$ cat src/rtl/proc_pkg.sv
// Shared processor definitions: completion FSM states and instruction constants.
package proc_pkg;

  // Instruction width used by the fetch path.
  localparam int INSTR_W = 9;

  // Instruction encoding that ends a program.
  localparam logic [INSTR_W-1:0] HALT_OP_DEFAULT = 9'h1FF;

  // Host handshake completion states.
  typedef enum logic [1:0] {
    IDLE  = 2'd0,
    ARMED = 2'd1,
    RUN   = 2'd2,
    DONE  = 2'd3
  } done_state_t;

endpackage

$ cat src/rtl/sat_cycle_counter.sv
// Saturating cycle counter with clear/enable and a look-ahead terminal flag.
// Terminal is high when the next enabled increment lands on MAX_CYCLES, so the
// owner can act on the same edge that makes Count reach the limit.
module sat_cycle_counter #(
  parameter int            CW         = 16,
  parameter logic [CW-1:0] MAX_CYCLES = 16'hFFFF
) (
  input  logic          Clk,
  input  logic          Reset,
  input  logic          Clear,
  input  logic          Enable,
  output logic [CW-1:0] Count,
  output logic          Terminal
);

  localparam logic [CW-1:0] CNT_ONE  = CW'(32'd1);
  localparam logic [CW-1:0] CNT_LAST = MAX_CYCLES - CNT_ONE;

  logic [CW-1:0] count_r;

  // Count enabled cycles; clear wins, and the value never passes MAX_CYCLES.
  always_ff @(posedge Clk or posedge Reset) begin
    if (Reset) begin
      count_r <= '0;
    end else if (Clear) begin
      count_r <= '0;
    end else if (Enable && (count_r != MAX_CYCLES)) begin
      count_r <= count_r + CNT_ONE;
    end else begin
      count_r <= count_r;
    end
  end

  assign Count    = count_r;
  assign Terminal = (count_r == CNT_LAST);

endmodule

$ cat src/rtl/prog_done_ctrl.sv
// Completion side of the host Start/Done handshake: tracks a program from the
// Start release through halt, timeout or abort, with registered status outputs.
module prog_done_ctrl
  import proc_pkg::*;
#(
  parameter int               L          = 10,
  parameter int               W          = INSTR_W,
  parameter logic [W-1:0]     HALT_OP    = HALT_OP_DEFAULT,
  parameter int               CW         = 16,
  parameter logic [CW-1:0]    MAX_CYCLES = 16'hFFFF,
  parameter int               NP         = 4,
  localparam int              PW         = (NP > 1) ? $clog2(NP) : 1
) (
  input  logic          Clk,
  input  logic          Reset,
  input  logic          Start,
  input  logic [W-1:0]  Instr,
  input  logic [L-1:0]  ProgCtr,
  output logic          Done,
  output logic          Running,
  output logic          Timeout,
  output logic [PW-1:0] ProgIdx,
  output logic [CW-1:0] CycleCount,
  output logic [L-1:0]  HaltPC
);

  localparam logic [PW-1:0] IDX_LAST = PW'(NP - 1);
  localparam logic [PW-1:0] IDX_ONE  = PW'(32'd1);

  done_state_t   state_r;
  done_state_t   state_nxt_s;
  logic          cnt_clr_s;
  logic          cnt_en_s;
  logic          cnt_term_s;
  logic          halt_s;
  logic          done_r;
  logic          running_r;
  logic          timeout_r;
  logic [PW-1:0] prog_idx_r;
  logic [L-1:0]  halt_pc_r;

  assign halt_s = (Instr == HALT_OP);

  sat_cycle_counter #(
    .CW         (CW),
    .MAX_CYCLES (MAX_CYCLES)
  ) u_cycle_cnt (
    .Clk      (Clk),
    .Reset    (Reset),
    .Clear    (cnt_clr_s),
    .Enable   (cnt_en_s),
    .Count    (CycleCount),
    .Terminal (cnt_term_s)
  );

  // Next state and counter controls; abort beats halt, halt beats timeout.
  always_comb begin
    state_nxt_s = state_r;
    cnt_clr_s   = 1'b0;
    cnt_en_s    = 1'b0;
    case (state_r)
      IDLE: begin
        if (Start) begin
          state_nxt_s = ARMED;
        end else begin
          state_nxt_s = IDLE;
        end
      end
      ARMED: begin
        if (Start) begin
          state_nxt_s = ARMED;
        end else begin
          state_nxt_s = RUN;
          cnt_clr_s   = 1'b1;
        end
      end
      RUN: begin
        cnt_en_s = 1'b1;
        if (Start) begin
          state_nxt_s = ARMED;
        end else if (halt_s) begin
          state_nxt_s = DONE;
        end else if (cnt_term_s) begin
          state_nxt_s = DONE;
        end else begin
          state_nxt_s = RUN;
        end
      end
      DONE: begin
        if (Start) begin
          state_nxt_s = ARMED;
        end else begin
          state_nxt_s = DONE;
        end
      end
      default: begin
        state_nxt_s = IDLE;
      end
    endcase
  end

  // State register.
  always_ff @(posedge Clk or posedge Reset) begin
    if (Reset) begin
      state_r <= IDLE;
    end else begin
      state_r <= state_nxt_s;
    end
  end

  // Registered host-visible status, updated on the transitions that own them.
  always_ff @(posedge Clk or posedge Reset) begin
    if (Reset) begin
      done_r     <= 1'b0;
      running_r  <= 1'b0;
      timeout_r  <= 1'b0;
      prog_idx_r <= IDX_LAST;
      halt_pc_r  <= '0;
    end else begin
      running_r <= (state_nxt_s == RUN);
      case (state_r)
        ARMED: begin
          if (!Start) begin
            prog_idx_r <= (prog_idx_r == IDX_LAST) ? '0 : (prog_idx_r + IDX_ONE);
            done_r     <= 1'b0;
            timeout_r  <= 1'b0;
          end
        end
        RUN: begin
          if (Start) begin
            done_r <= 1'b0;
          end else if (halt_s) begin
            done_r    <= 1'b1;
            timeout_r <= 1'b0;
            halt_pc_r <= ProgCtr;
          end else if (cnt_term_s) begin
            done_r    <= 1'b1;
            timeout_r <= 1'b1;
            halt_pc_r <= ProgCtr;
          end
        end
        DONE: begin
          if (Start) begin
            done_r    <= 1'b0;
            timeout_r <= 1'b0;
          end
        end
        default: begin
          done_r <= done_r;
        end
      endcase
    end
  end

  assign Done    = done_r;
  assign Running = running_r;
  assign Timeout = timeout_r;
  assign ProgIdx = prog_idx_r;
  assign HaltPC  = halt_pc_r;

endmodule

$ cat config.mk
export PLATFORM = sky130hd
export DESIGN_NAME = prog_done_ctrl
export DESIGN_NICKNAME = d
export VERILOG_FILES = /design/src/rtl/proc_pkg.sv /design/src/rtl/sat_cycle_counter.sv /design/src/rtl/prog_done_ctrl.sv
export SDC_FILE = /design/constraint.sdc
export NUM_CORES = 1
export LEC_CHECK = 0
export ABC_AREA = 1
export BUFFER_PORTS_ARGS = -buffer_cell sky130_fd_sc_hd__buf_4
export CORE_MARGIN = 5
export CORE_UTILIZATION = 50
export DETAILED_ROUTE_END_ITERATION = 8
export PLACE_DENSITY = 0.83
export SYNTH_ARGS = -nofsm -noshare
export SYNTH_HDL_FRONTEND = slang
export SYNTH_SLANG_ARGS = --single-unit
$ cat constraint.sdc
create_clock -name Clk -period 1.88 [get_ports Clk]
set_input_delay 0.188 -clock Clk [delete_from_list [all_inputs] [get_ports Clk]]
set_output_delay 0.188 -clock Clk [all_outputs]
set_load 0.02 [all_outputs]
# == Word-level counts from Yosys, hierarchy flattened ==
# Index checks and enable logic that the tools add are counted.
# classes
addsub,2
n_eq_ne,13
n_mux,24
bitwise,1
reduce_logical,9
# ops
operator,count
$mux W16,2
$mux W10,2
$add A16 B1 Y16 const B,1
$eq A16 B16 Y1 const B,1
$ne A16 B16 Y1 const B,1
$mux W1,13
$eq A9 B9 Y1 const B,1
$eq A2 B2 Y1 const B,4
$mux W2,4
$pmux W2 S4,1
$ne A2 B2 Y1 const B,3
$pmux W1 S3,2
$reduce_and A5 Y1,1
$ne A4 B4 Y1 const B,1
$reduce_and A4 Y1,1
$reduce_bool A2 Y1,2
$ne A3 B3 Y1 const B,1
$reduce_and A3 Y1,1
$reduce_bool A3 Y1,1
$add A2 B1 Y2 const B,1
$eq A2 B1 Y1 const B,1
$logic_not A2 Y1,1
$reduce_and A2 Y1,1
$logic_and A1 B1 Y1,1
$not A1 Y1,1
# word_totals
reg_bits,33
inputBits,22
out_inout_bits,31

# == Logic depth before layout (Yosys ltp) ==
# Gate-level depths: netlist of the first run.
# depth
ltp_word,6
depth_mapped,10
mapped_depth_nobuf,9

# == Hierarchy ==
# A second synthesis of the first run with hierarchy kept.
# hier_totals
cells_unflattened,247
area_unflattened_um2,1876.8
# modules_own_cells
mod,instances,cells_each,area_per_inst_um2
sat_cycle_counter,1,153,1078.5
prog_done_ctrl,1,94,798.3

# == Worst setup path before layout of the first run ==
# OpenSTA, ideal clock, no wires.
# synth_path
path_type,register to register
startpoint,register u_cycle_cnt.count_r[1] (netlist: u_cycle_cnt.Count[1])
endpoint,register u_cycle_cnt.count_r[8] (netlist: u_cycle_cnt.Count[8])
setup_ps,65
arrival_ps,1639
setup_slack_ps,176
path_stages_with_launch,11
n_path_buf,1
period_less_slack_ps,1704
cell_sequence,dfrtp_1 ha_1 nand3_1 inv_2 nand2_2 nor2_4 nor2_2 nor2_4 buf_6 nand2_1 nand2_1
# synth_via
elab_chain_len,3
elab_cells_between_ends,6
classes_between,add/sub: 1; eq/ne: 1; mux: 2; reduce/logical: 2
# synth_lines
item,line,source
"start, declared",sat_cycle_counter.sv:19,logic [CW-1:0] count_r;
"start signal, assigned",sat_cycle_counter.sv:28,count_r <= count_r + CNT_ONE;
"start signal, assigned",sat_cycle_counter.sv:30,count_r <= count_r;
$add A16 B1 Y16 / $ne A16 B16 Y1 (equally long branches),"sat_cycle_counter.sv:28, sat_cycle_counter.sv:27",
$mux W16 / $logic_and A1 B1 Y1 (equally long branches),sat_cycle_counter.sv:27,end else if (Enable && (count_r != MAX_CYCLES)) begin
$mux W16 / $reduce_bool A2 Y1 (equally long branches),--,
# Several ways; a longest one is shown, not always the timed one. The select of a mux whose other input is x is not followed.
# A chain may end at the register's enable or synchronous reset.

# == Worst setup path after layout of the first run ==
# layout_path
startpoint,register u_cycle_cnt.count_r[0] (netlist: u_cycle_cnt.Count[0])
endpoint,register u_cycle_cnt.count_r[8] (netlist: u_cycle_cnt.Count[8])
# The elaborated chain is that of the path after synthesis.

==> impl_metrics.json, run 1 <==
{
  "num_antenna_cells": 0,
  "start_kind": "register",
  "grt_max_degree": 34,
  "grt-ovfl-total": 0,
  "syn_nets": 274,
  "min_period_ps": 1727,
  "cp-end-kind": "register",
  "grt.total_usage_pct": 18.57,
  "ys_seq_area_share_pct": 45.22,
  "stdcell_count": 359,
  "p_int_mw": 1.254,
  "setup_tns_ps": 0,
  "grt_util_met2_pct": 30.46,
  "drive_gt1_share_pct": 25.08,
  "setup.worst_path.start": "u_cycle_cnt.Count[0]",
  "hold_start": "Start",
  "viasPerCell": 5.117,
  "final.setup_skew_ps": 5.753,
  "power.leakage_nw": 1.269,
  "hold_slack_ps": 106.0,
  "routedWlPerCell_um": 12.38,
  "antenna_found_initial": 0,
  "r2r_end": "u_cycle_cnt.Count[8]",
  "wirelength_mm": 4.445,
  "swShare_pct": 33.28,
  "p_sw_uw": 625.7,
  "yosys_warnings": 0,
  "clk_path_buf_depth": 2,
  "dp_hpwl_mm": 3.307,
  "syn_area_um2": 1832,
  "drtAntennaViolNets": 0,
  "r2r_cells": 9,
  "placed_cell_area_um2": 2305,
  "setup_viol": 0,
  "power_mw": 1.880,
  "core_um2": 3606,
  "drv_slew": 0,
  "cts_buffers": 5,
  "max_freq_mhz": 579.0,
  "root_buffer": "clkbuf_8",
  "ys_types": 24,
  "io_buffers": 52,
  "io_pins": 53,
  "gp_congestion": 0.9909,
  "hp-class": "input port to register",
  "path_class": "register to register",
  "grt_pass1_wl_mm": 7.493,
  "drt_iter0_markers": 171,
  "dieArea_um2": 4974,
  "relSlewSlack_pct": 73.25,
  "clkPwrFrac_pct": 28.6,
  "slowest_stage": "dfrtp_1",
  "min_path_cells": 2,
  "worstMarginPinSlew_ps": 401.3,
  "fillCellCount": 308,
  "dr.pass1.iters": 4,
  "cp_cell_sequence": "ha_1 -> nand3_1 -> inv_2 -> nand2_2 -> nor2_4 -> nor2_4 -> nor2_4 -> nand2_1 -> nand2_1",
  "clk_latency_ps": 290,
  "ff2ff_setup_slack_ps": 150,
  "clk_pin_slew_ps": 70,
  "cts_tree": "done",
  "power_density_nw_per_um2": 778.8,
  "ir_worst_vdd_mv": 0.4138,
  "cap_violations": 0,
  "synth-edff-count": 0,
  "cts_max_level": 2,
  "use_met1_pct": 23.05,
  "status": "finished clean",
  "ys_ff_latch": 33,
  "synth_top_cells_by_count": "99 x nand2_1, 31 x dfrtp_1, 25 x nor2_1",
  "post-route-period-util_pct": 91.87,
  "start_util_pct": 50.80,
  "die_h_um": 70.53,
  "synth_most_common_cell": "nand2_1",
  "p_seq_share_pct": 46.8,
  "synthTopCellsByArea": "dfrtp_1 42%, nand2_1 20%, nand3_1 6.0%",
  "die_x_um": 70.53,
  "syn_inst": 249,
  "nNetsFinal": 335,
  "drc": 0,
  "cp.required_ps": 2110,
  "cp.arrival_ps": 1960,
  "syn2layout_area_growth_pct": 31.76,
  "crit_fanout": 15,
  "num_vias": 1837,
  "synth_top_area_share_pct": 42.35,
  "holdPathEnd": "state_r[1]",
  "dp_cells": 350,
  "row_count": 22,
  "worstReg2RegStart": "u_cycle_cnt.Count[0]",
  "grt_pass1_vias": 1729,
  "design_area_um2": 2414,
  "pwr-share-comb_pct": 24.6,
  "critPathMostFrequentCell": "nor2_4",
  "async_reset_ff_share_pct": 100.0,
  "busiest_layer": "met2",
  "cts.sinks": 33,
  "synth_ff_type": "dfrtp_1",
  "final-hold-violation-count": 0,
  "met3_usage_pct": 5.468,
  "yosysTopAreaCell": "dfrtp_1",
  "syn_avg_cell_area_um2": 7.356,
  "slowest_delay_ps": 410
}
==> what timing repair did <==
item                                    in CTS  in global routing
endpoints found under the setup margin       0                  5
buffers inserted                             0                  0
hold buffers                                 1                  0
resized for setup                            0                  2
endpoints found under the hold margin       31                  0
==> worst max-delay path: cells and delay by family, from the launching register on <==
kind          cells  cell delay (ps)
buf+inv           1               90
simple gates      7              910
flops             1              410
fa+ha+maj         1              250
==> logic make-up after synthesis <==
family	after synthesis	synth area share, %
DFF	33	45.22
xor gates and xnor gates	7	3.347
adders and majority gates	3	2.049
buffers and inverters	25	5.737
AOI/OAI and AO/OA	13	4.235
and+or+nand+nor	168	39.41
==> power by group through the flow <==
stage          Clock (mW)  Combinational, mW  Sequential (mW)
2_1_floorplan           0              0.179            0.962
3_3_place_gp            0              0.449            0.888
3_5_place_dp            0              0.465            0.889
4_1_cts             0.550              0.467            0.878
5_1_grt             0.571              0.506            0.893
6_report            0.538              0.462            0.880
==> area by class of cell <==
cell class	count	area (um^2)	share of cell area (%)
sequential	33	828.3	34.32
multi-input combinational	191	905.9	37.53
tap	48	60.06	2.488
clock inverter	3	22.52	0.9331
inverter	18	67.56	2.799
clock buffer	5	68.82	2.851
timing repair buffer	61	460.4	19.08
==> how the worst max path moves through the flow <==
| stage | endpoint |
|---|---|
| 6_report | u_cycle_cnt.Count[8] |
| 3_5_place_dp | HaltPC[1] |
| 2_1_floorplan | u_cycle_cnt.Count[8] |
| 5_1_grt | u_cycle_cnt.Count[8] |
| 3_3_place_gp | u_cycle_cnt.Count[10] |
| 4_1_cts | HaltPC[5] |
==> per-layer routing <==
layer  vias up  part of all wire [%]
met5         -                     0
li1        913                     -
met2        84                    48
met4         0                   2.1
met3        10                   9.7
met1       830                    40
==> sequential cells by signal, indices dropped and copies added, names as in the netlist <==
register / flops
Running: 1
Done: 1
HaltPC: 10
u_cycle_cnt.Count: 16
ProgIdx: 2
Timeout: 1
state_r: 2
==> per-stage QoR <==
| stage | worst slack [ps] | utilization [%] |
|---|---|---|
| CTS | 108.1 | 66.72 |
| global placement | 220.0 | 63.91 |
| floorplan | 175.9 | - |
| global route | -14.35 | 66.93 |
| detailed placement | 127.9 | 63.91 |
| finish | 152.9 | 66.93 |
==> placed cells by master (no fill, tap or decap), types with 3 or more instances in the layout <==
| cell | instances |
|---|---|
| nor2_1 | 25 |
| nand3_1 | 22 |
| ha_1 | 3 |
| nand4_1 | 14 |
| inv_1 | 17 |
| dfrtp_1 | 31 |
| a21oi_1 | 4 |
| nor2_4 | 3 |
| clkinvlp_4 | 3 |
| clkbuf_8 | 5 |
| xor2_1 | 7 |
| o21bai_1 | 3 |
| nand2_1 | 98 |
| buf_4 | 60 |
(Power assumes the default switching activity.)
==> inputs of run 2 (changes only) <==
Settings changed: CORE_ASPECT_RATIO from default to 0.8.
==> run 2 against run 1 <==
  * Maximum frequency shrank 0.53%
  * Routed wire length rose by 2.2%
  * Largest power group unchanged
  * Count of clock-buffer cells in the layout up 2
  * The run now ends with negative hold slack left
  * Setup slack got worse by 9.2 ps
  * Sequential cell count is the same
  * Die area up 0.15%
  * Critical path type unchanged
  * Largest cell class unchanged
  * Power rose by 2.4%
  * Core utilization grew 2.4 points
  * Combinational power hardly changed
  * Worst hold slack lost 110 ps
==> impl_metrics.json, run 2 (synthesis results as in run 1) <==
{
  "slowest_delay_ps": 440,
  "dp_hpwl_mm": 3.317,
  "cts_buffers": 5,
  "die_h_um": 64.14,
  "drc": 0,
  "cp.arrival_ps": 1960,
  "routedWlPerCell_um": 12.91,
  "clk_pin_slew_ps": 70,
  "layout_common_cells": "98 x nand2_1, 60 x buf_4, 30 x dfrtp_1",
  "swShare_pct": 30.99,
  "postCtsHoldBufs": 0,
  "min_period_ps": 1736,
  "drv_slew": 0,
  "violations": "negative hold slack",
  "root_buffer": "clkbuf_8",
  "final_common_cell": "nand2_1",
  "clk_path_buf_depth": 2,
  "syn2layout_area_growth_pct": 31.42,
  "cp_cell_sequence": "ha_1 -> nand3_2 -> inv_2 -> nand2_2 -> nor2_4 -> nor2_2 -> buf_4 -> nand4_1 -> nand2_1",
  "cp.required_ps": 2100,
  "start_util_pct": 52.78,
  "grt.total_usage_pct": 18.89,
  "grt_max_degree": 34,
  "io_pins": 53,
  "seq_area_um2": 829.5,
  "cts_max_level": 2,
  "nNetsFinal": 334,
  "pwr-share-comb_pct": 23.9,
  "core_um2": 3471,
  "io_buffers": 52,
  "path_class": "register to register",
  "p_int_mw": 1.328,
  "num_antenna_cells": 0,
  "cts_tree": "done",
  "critPathBufInv": 2,
  "relSlewSlack_pct": 72.55,
  "grt-ovfl-total": 0,
  "slowest_stage": "dfrtp_1",
  "viasPerCell": 5.153,
  "crit_fanout": 12,
  "rsz0062_at_grt": "false",
  "grt_pass1_vias": 1633,
  "grt_pass1_wl_mm": 7.638,
  "post-route-period-util_pct": 92.35,
  "row_count": 19,
  "final-hold-violation-count": 7,
  "start_kind": "register",
  "multiInputGateArea_um2": 905.9,
  "hold_slack_ps": -3.818,
  "p_sw_uw": 596.5,
  "dieArea_um2": 4981,
  "clk_latency_ps": 280,
  "largest_reg_flops": 16,
  "drt_iter0_markers": 135,
  "final.setup_skew_ps": 3.516,
  "final_core_util_pct": 69.36,
  "cap_violations": 0,
  "cp-end-kind": "register",
  "setup_tns_ps": 0,
  "worstMarginPinSlew_ps": 411.2,
  "clkPwrFrac_pct": 29.9,
  "wirelength_mm": 4.543,
  "setup_viol": 0,
  "die_x_um": 77.67,
  "ir_worst_vdd_mv": 0.6403,
  "drtAntennaViolNets": 0,
  "gp_congestion": 0.9518,
  "p_seq_share_pct": 46.2,
  "drive_gt1_share_pct": 25.81,
  "cp_top_family": "simple AND/OR/NAND/NOR gates",
  "power_density_nw_per_um2": 799.6,
  "dr.pass1.iters": 4,
  "fillCellCount": 294,
  "max_freq_mhz": 576.0,
  "status": "finished, violations left",
  "cts.sinks": 33,
  "power.leakage_nw": 1.279,
  "num_vias": 1814,
  "power_mw": 1.925,
  "antenna_found_initial": 0,
  "hp-class": "input port to async pin"
}
==> run 2: cell types whose count changed in the layout (fill, tap and decap cells not counted), sizes merged <==
| cell | previous run | this run |
|---|---|---|
| clkinvlp | 3 | 0 |
| clkbuf | 5 | 7 |
| clkinv | 0 | 1 |
| dlygate4sd3 | 1 | 0 |
==> run 2: final timing paths <==
check                           slack (ps)  cells past startpoint               endpoint                  from
worst max-delay path                   140                      9  u_cycle_cnt.Count[10]  u_cycle_cnt.Count[0]
worst min-delay path                    -4                      3  u_cycle_cnt.Count[15]                 Reset
worst max register to register         140                      9  u_cycle_cnt.Count[10]  u_cycle_cnt.Count[0]
worst min register to register         480                      2              HaltPC[8]             HaltPC[8]
max in group asynchronous             1550                      3             ProgIdx[1]                 Reset
min in group Clk                       130                      2             state_r[1]                 Start
==> run 2: per-stage QoR <==
step / instances / worst slack, ps / instance area (um^2) / hold slack [ps]
floorplan: 249 / 175.9 / 1832 / 259.3
global placement: 342 / 53.57 / 2282 / 307.4
detailed placement: 342 / 18.94 / 2282 / 313.5
CTS: 352 / 82.35 / 2399 / 11.90
global route: 352 / 32.29 / 2407 / 45.22
finish: 352 / 143.7 / 2407 / -3.818
==> run 2: cell type report <==
class / count / share of cell area, %
inverters: 18 / 2.807
well taps: 42 / 2.183
multi-input cells: 191 / 37.63
clock buffers: 7 / 4.002
clock inverters: 1 / 0.2079
flip-flops and latches: 33 / 34.46
repair buffers: 60 / 18.71
==> run 2: metal layers <==
metal / vias up / part of all wire (%) / wire length [um] / global-route usage, %
li1: 915 / - / - / -
met5: - / 0 / 0 / 0
met1: 826 / 44 / 2014 / 26.40
met4: 0 / 1.3 / 57 / 7.511
met3: 7 / 7.5 / 339 / 4.635
met2: 66 / 47 / 2131 / 28.13
==> run 2: worst register-to-register path, delay by kind of cell (launching register included) <==
family / cells / cell delay (ps)
simple gates: 6 / 680
buf+inv: 2 / 290
fa+ha+maj: 1 / 280
flops: 1 / 440
==> run 2: what timing repair did <==
| item | in CTS | in global routing |
|---|---|---|
| endpoints found under the setup margin | 2 | 17 |
| setup buffers | 2 | 0 |
| pin swaps | 1 | 0 |
| gates resized for setup | 0 | 3 |
| cloned | 0 | 0 |
==> run 2: power groups by stage <==
stage | sequential, mW | combinational [mW] | clock (mW)
after floorplan | 0.962 | 0.179 | 0
after global placement | 0.892 | 0.445 | 0
after detailed placement | 0.896 | 0.454 | 0
after CTS | 0.884 | 0.462 | 0.592
after global routing | 0.905 | 0.504 | 0.630
final | 0.890 | 0.459 | 0.576
==> inputs of run 3 (changes only) <==
--- a/config.mk
+++ b/config.mk
@@ -10,7 +10,7 @@
 export CORE_ASPECT_RATIO = 0.8
 export CORE_MARGIN = 5
-export CORE_UTILIZATION = 50
+export CORE_UTILIZATION = 40
 export DETAILED_ROUTE_END_ITERATION = 8
-export PLACE_DENSITY = 0.83
+export PLACE_DENSITY = 0.7
 export SYNTH_ARGS = -nofsm -noshare
 export SYNTH_HDL_FRONTEND = slang
==> constraint.sdc (replaced) <==
create_clock -name Clk -period 1.88 [get_ports Clk]
set_input_delay 0.188 -clock Clk [delete_from_list [all_inputs] [get_ports Clk]]
set_output_delay 0.188 -clock Clk [all_outputs]
set_load 0.1 [all_outputs]
==> run 3 against run 2 <==
  * The run now ends clean
  * Setup slack better by 29 ps
  * Critical endpoint is now u_cycle_cnt.Count[14]
  * Largest cell class unchanged
  * Core utilization down 15 points
  * Worst hold slack better by 4.1 ps
  * Highest routed layer unchanged
==> impl_metrics.json, run 3 (synthesis results as in run 1) <==
{
  "status": "finished clean",
  "busiest_layer": "met2",
  "die_x_um": 85.66,
  "io_buffers": 52,
  "swShare_pct": 41.78,
  "dp_hpwl_mm": 3.388,
  "start_util_pct": 40.58,
  "viasPerCell": 4.819,
  "syn2layout_area_growth_pct": 34.90,
  "start_kind": "register",
  "post-route-period-util_pct": 90.79,
  "clk_latency_ps": 280,
  "cts.sinks": 33,
  "seq_area_um2": 853.3,
  "p_sw_mw": 1.035,
  "final.setup_skew_ps": 4.726,
  "final-hold-violation-count": 0,
  "power_density_nw_per_um2": 1003,
  "grt_util_met2_pct": 22.84,
  "grt.total_usage_pct": 15.51,
  "clkPwrFrac_pct": 28.2,
  "drt_iter0_markers": 144,
  "num_antenna_cells": 0,
  "cp.required_ps": 2100,
  "largest_reg_flops": 16,
  "ff2ff_setup_slack_ps": 170,
  "grt_pass1_wl_mm": 7.603,
  "worstMarginPinSlew_ps": 417.8,
  "met3_usage_pct": 3.656,
  "drtAntennaViolNets": 0,
  "cp.arrival_ps": 1930,
  "grt_max_degree": 34,
  "dieArea_um2": 6041,
  "row_count": 22,
  "ir_worst_vdd_mv": 0.8390,
  "hp-class": "input port to async pin",
  "drv_slew": 0,
  "final_core_util_pct": 54.74,
  "design_area_um2": 2471,
  "pwr-share-comb_pct": 35.5,
  "multiInputGateArea_um2": 900.9,
  "grt_pass1_vias": 1617,
  "dr.pass1.iters": 4,
  "setup_tns_ps": 0,
  "p_int_mw": 1.443,
  "io_pins": 53,
  "cts_tree": "done",
  "dp_slack_ps": 144.2,
  "dp_cells": 361,
  "gp_congestion": 0.8992,
  "grt-ovfl-total": 0,
  "relSlewSlack_pct": 72.15,
  "stdcell_count": 371,
  "cp-end-kind": "register",
  "setup_slack_ps": 173.2,
  "p_seq_share_pct": 36.3,
  "routedWlPerCell_um": 12.29,
  "setup_viol": 0,
  "clk_pin_slew_ps": 70,
  "num_vias": 1788,
  "use_met1_pct": 21.94,
  "layout_common_cells": "98 x nand2_1, 61 x buf_4, 25 x nor2_1",
  "power.leakage_nw": 1.264,
  "crit_fanout": 12,
  "antenna_found_initial": 0,
  "rsz0062_at_grt": "false",
  "nNetsFinal": 335,
  "core_um2": 4514,
  "path_class": "register to register",
  "die_h_um": 70.53,
  "power_mw": 2.478,
  "fillCellCount": 442,
  "wirelength_mm": 4.559,
  "cts_buffers": 5,
  "hold_slack_ps": 0.3126,
  "final_common_cell": "nand2_1",
  "cap_violations": 0,
  "drive_gt1_share_pct": 30.23,
  "drc": 0,
  "cts_max_level": 2,
  "clk_path_buf_depth": 2,
  "root_buffer": "clkbuf_8",
  "placed_cell_area_um2": 2337,
  "min_period_ps": 1707,
  "max_freq_mhz": 585.9
}
==> run 3: changes by cell type in the layout (fill, tap and decap cells not counted) <==
cell       delta
dfrtp_4       +2
nand3_2       -1
buf_4         +1
bufinv_16     +1
clkbuf_8      -1
dfrtp_1      -15
clkinv_2      -1
nand3_1       +1
dfrtp_2      +13
clkbuf_1      +1
==> run 3: repair_timing <==
| item | 4_1_cts | 5_1_grt |
|---|---|---|
| hold buffers | 0 | 0 |
| endpoints found under the setup margin | 0 | 12 |
| gates resized for setup | 0 | 1 |
| setup buffers | 0 | 2 |
==> run 3: worst max-delay path, stage by stage, from the launching register on <==
cell     delay [ps]
dfrtp_4         510
ha_1            250
nand3_1         140
inv_2            50
nand2_2          90
nor2_4           50
nor2_2          140
buf_4           220
nand4_1         110
nand2_1          80
==> run 3: area by class of cell <==
| type | instances | share of cell area, % |
|---|---|---|
| multi-input combinational | 191 | 36.46 |
| clock inverter | 1 | 1.215 |
| tap | 60 | 3.038 |
| clock buffer | 7 | 3.494 |
| timing repair buffer | 61 | 18.53 |
| inverter | 18 | 2.734 |
| sequential | 33 | 34.53 |
==> run 3: final timing paths <==
kind,cells after the start,endpoint,start
max,9,u_cycle_cnt.Count[14],u_cycle_cnt.Count[1]
min,3,u_cycle_cnt.Count[15],Reset
max reg2reg,9,u_cycle_cnt.Count[14],u_cycle_cnt.Count[1]
min reg2reg,2,HaltPC[7],HaltPC[7]
max in group asynchronous,3,ProgIdx[0],Reset
min in group Clk,2,state_r[1],Start
==> run 3: layer usage <==
layer	vias up	routed length (um)
met5	-	0
met4	0	60
met3	8	286
met2	45	2106
met1	818	2105
li1	917	-
==> run 3: power by group through the flow <==
stage                     clock network [mW]  logic [mW]  registers (mW)
after floorplan                            0       0.179            1.39
after global placement                     0       0.874           0.909
after detailed placement                   0       0.880           0.910
after CTS                              0.709       0.882           0.898
after global routing                   0.735       0.929           0.910
final                                  0.698       0.880           0.900
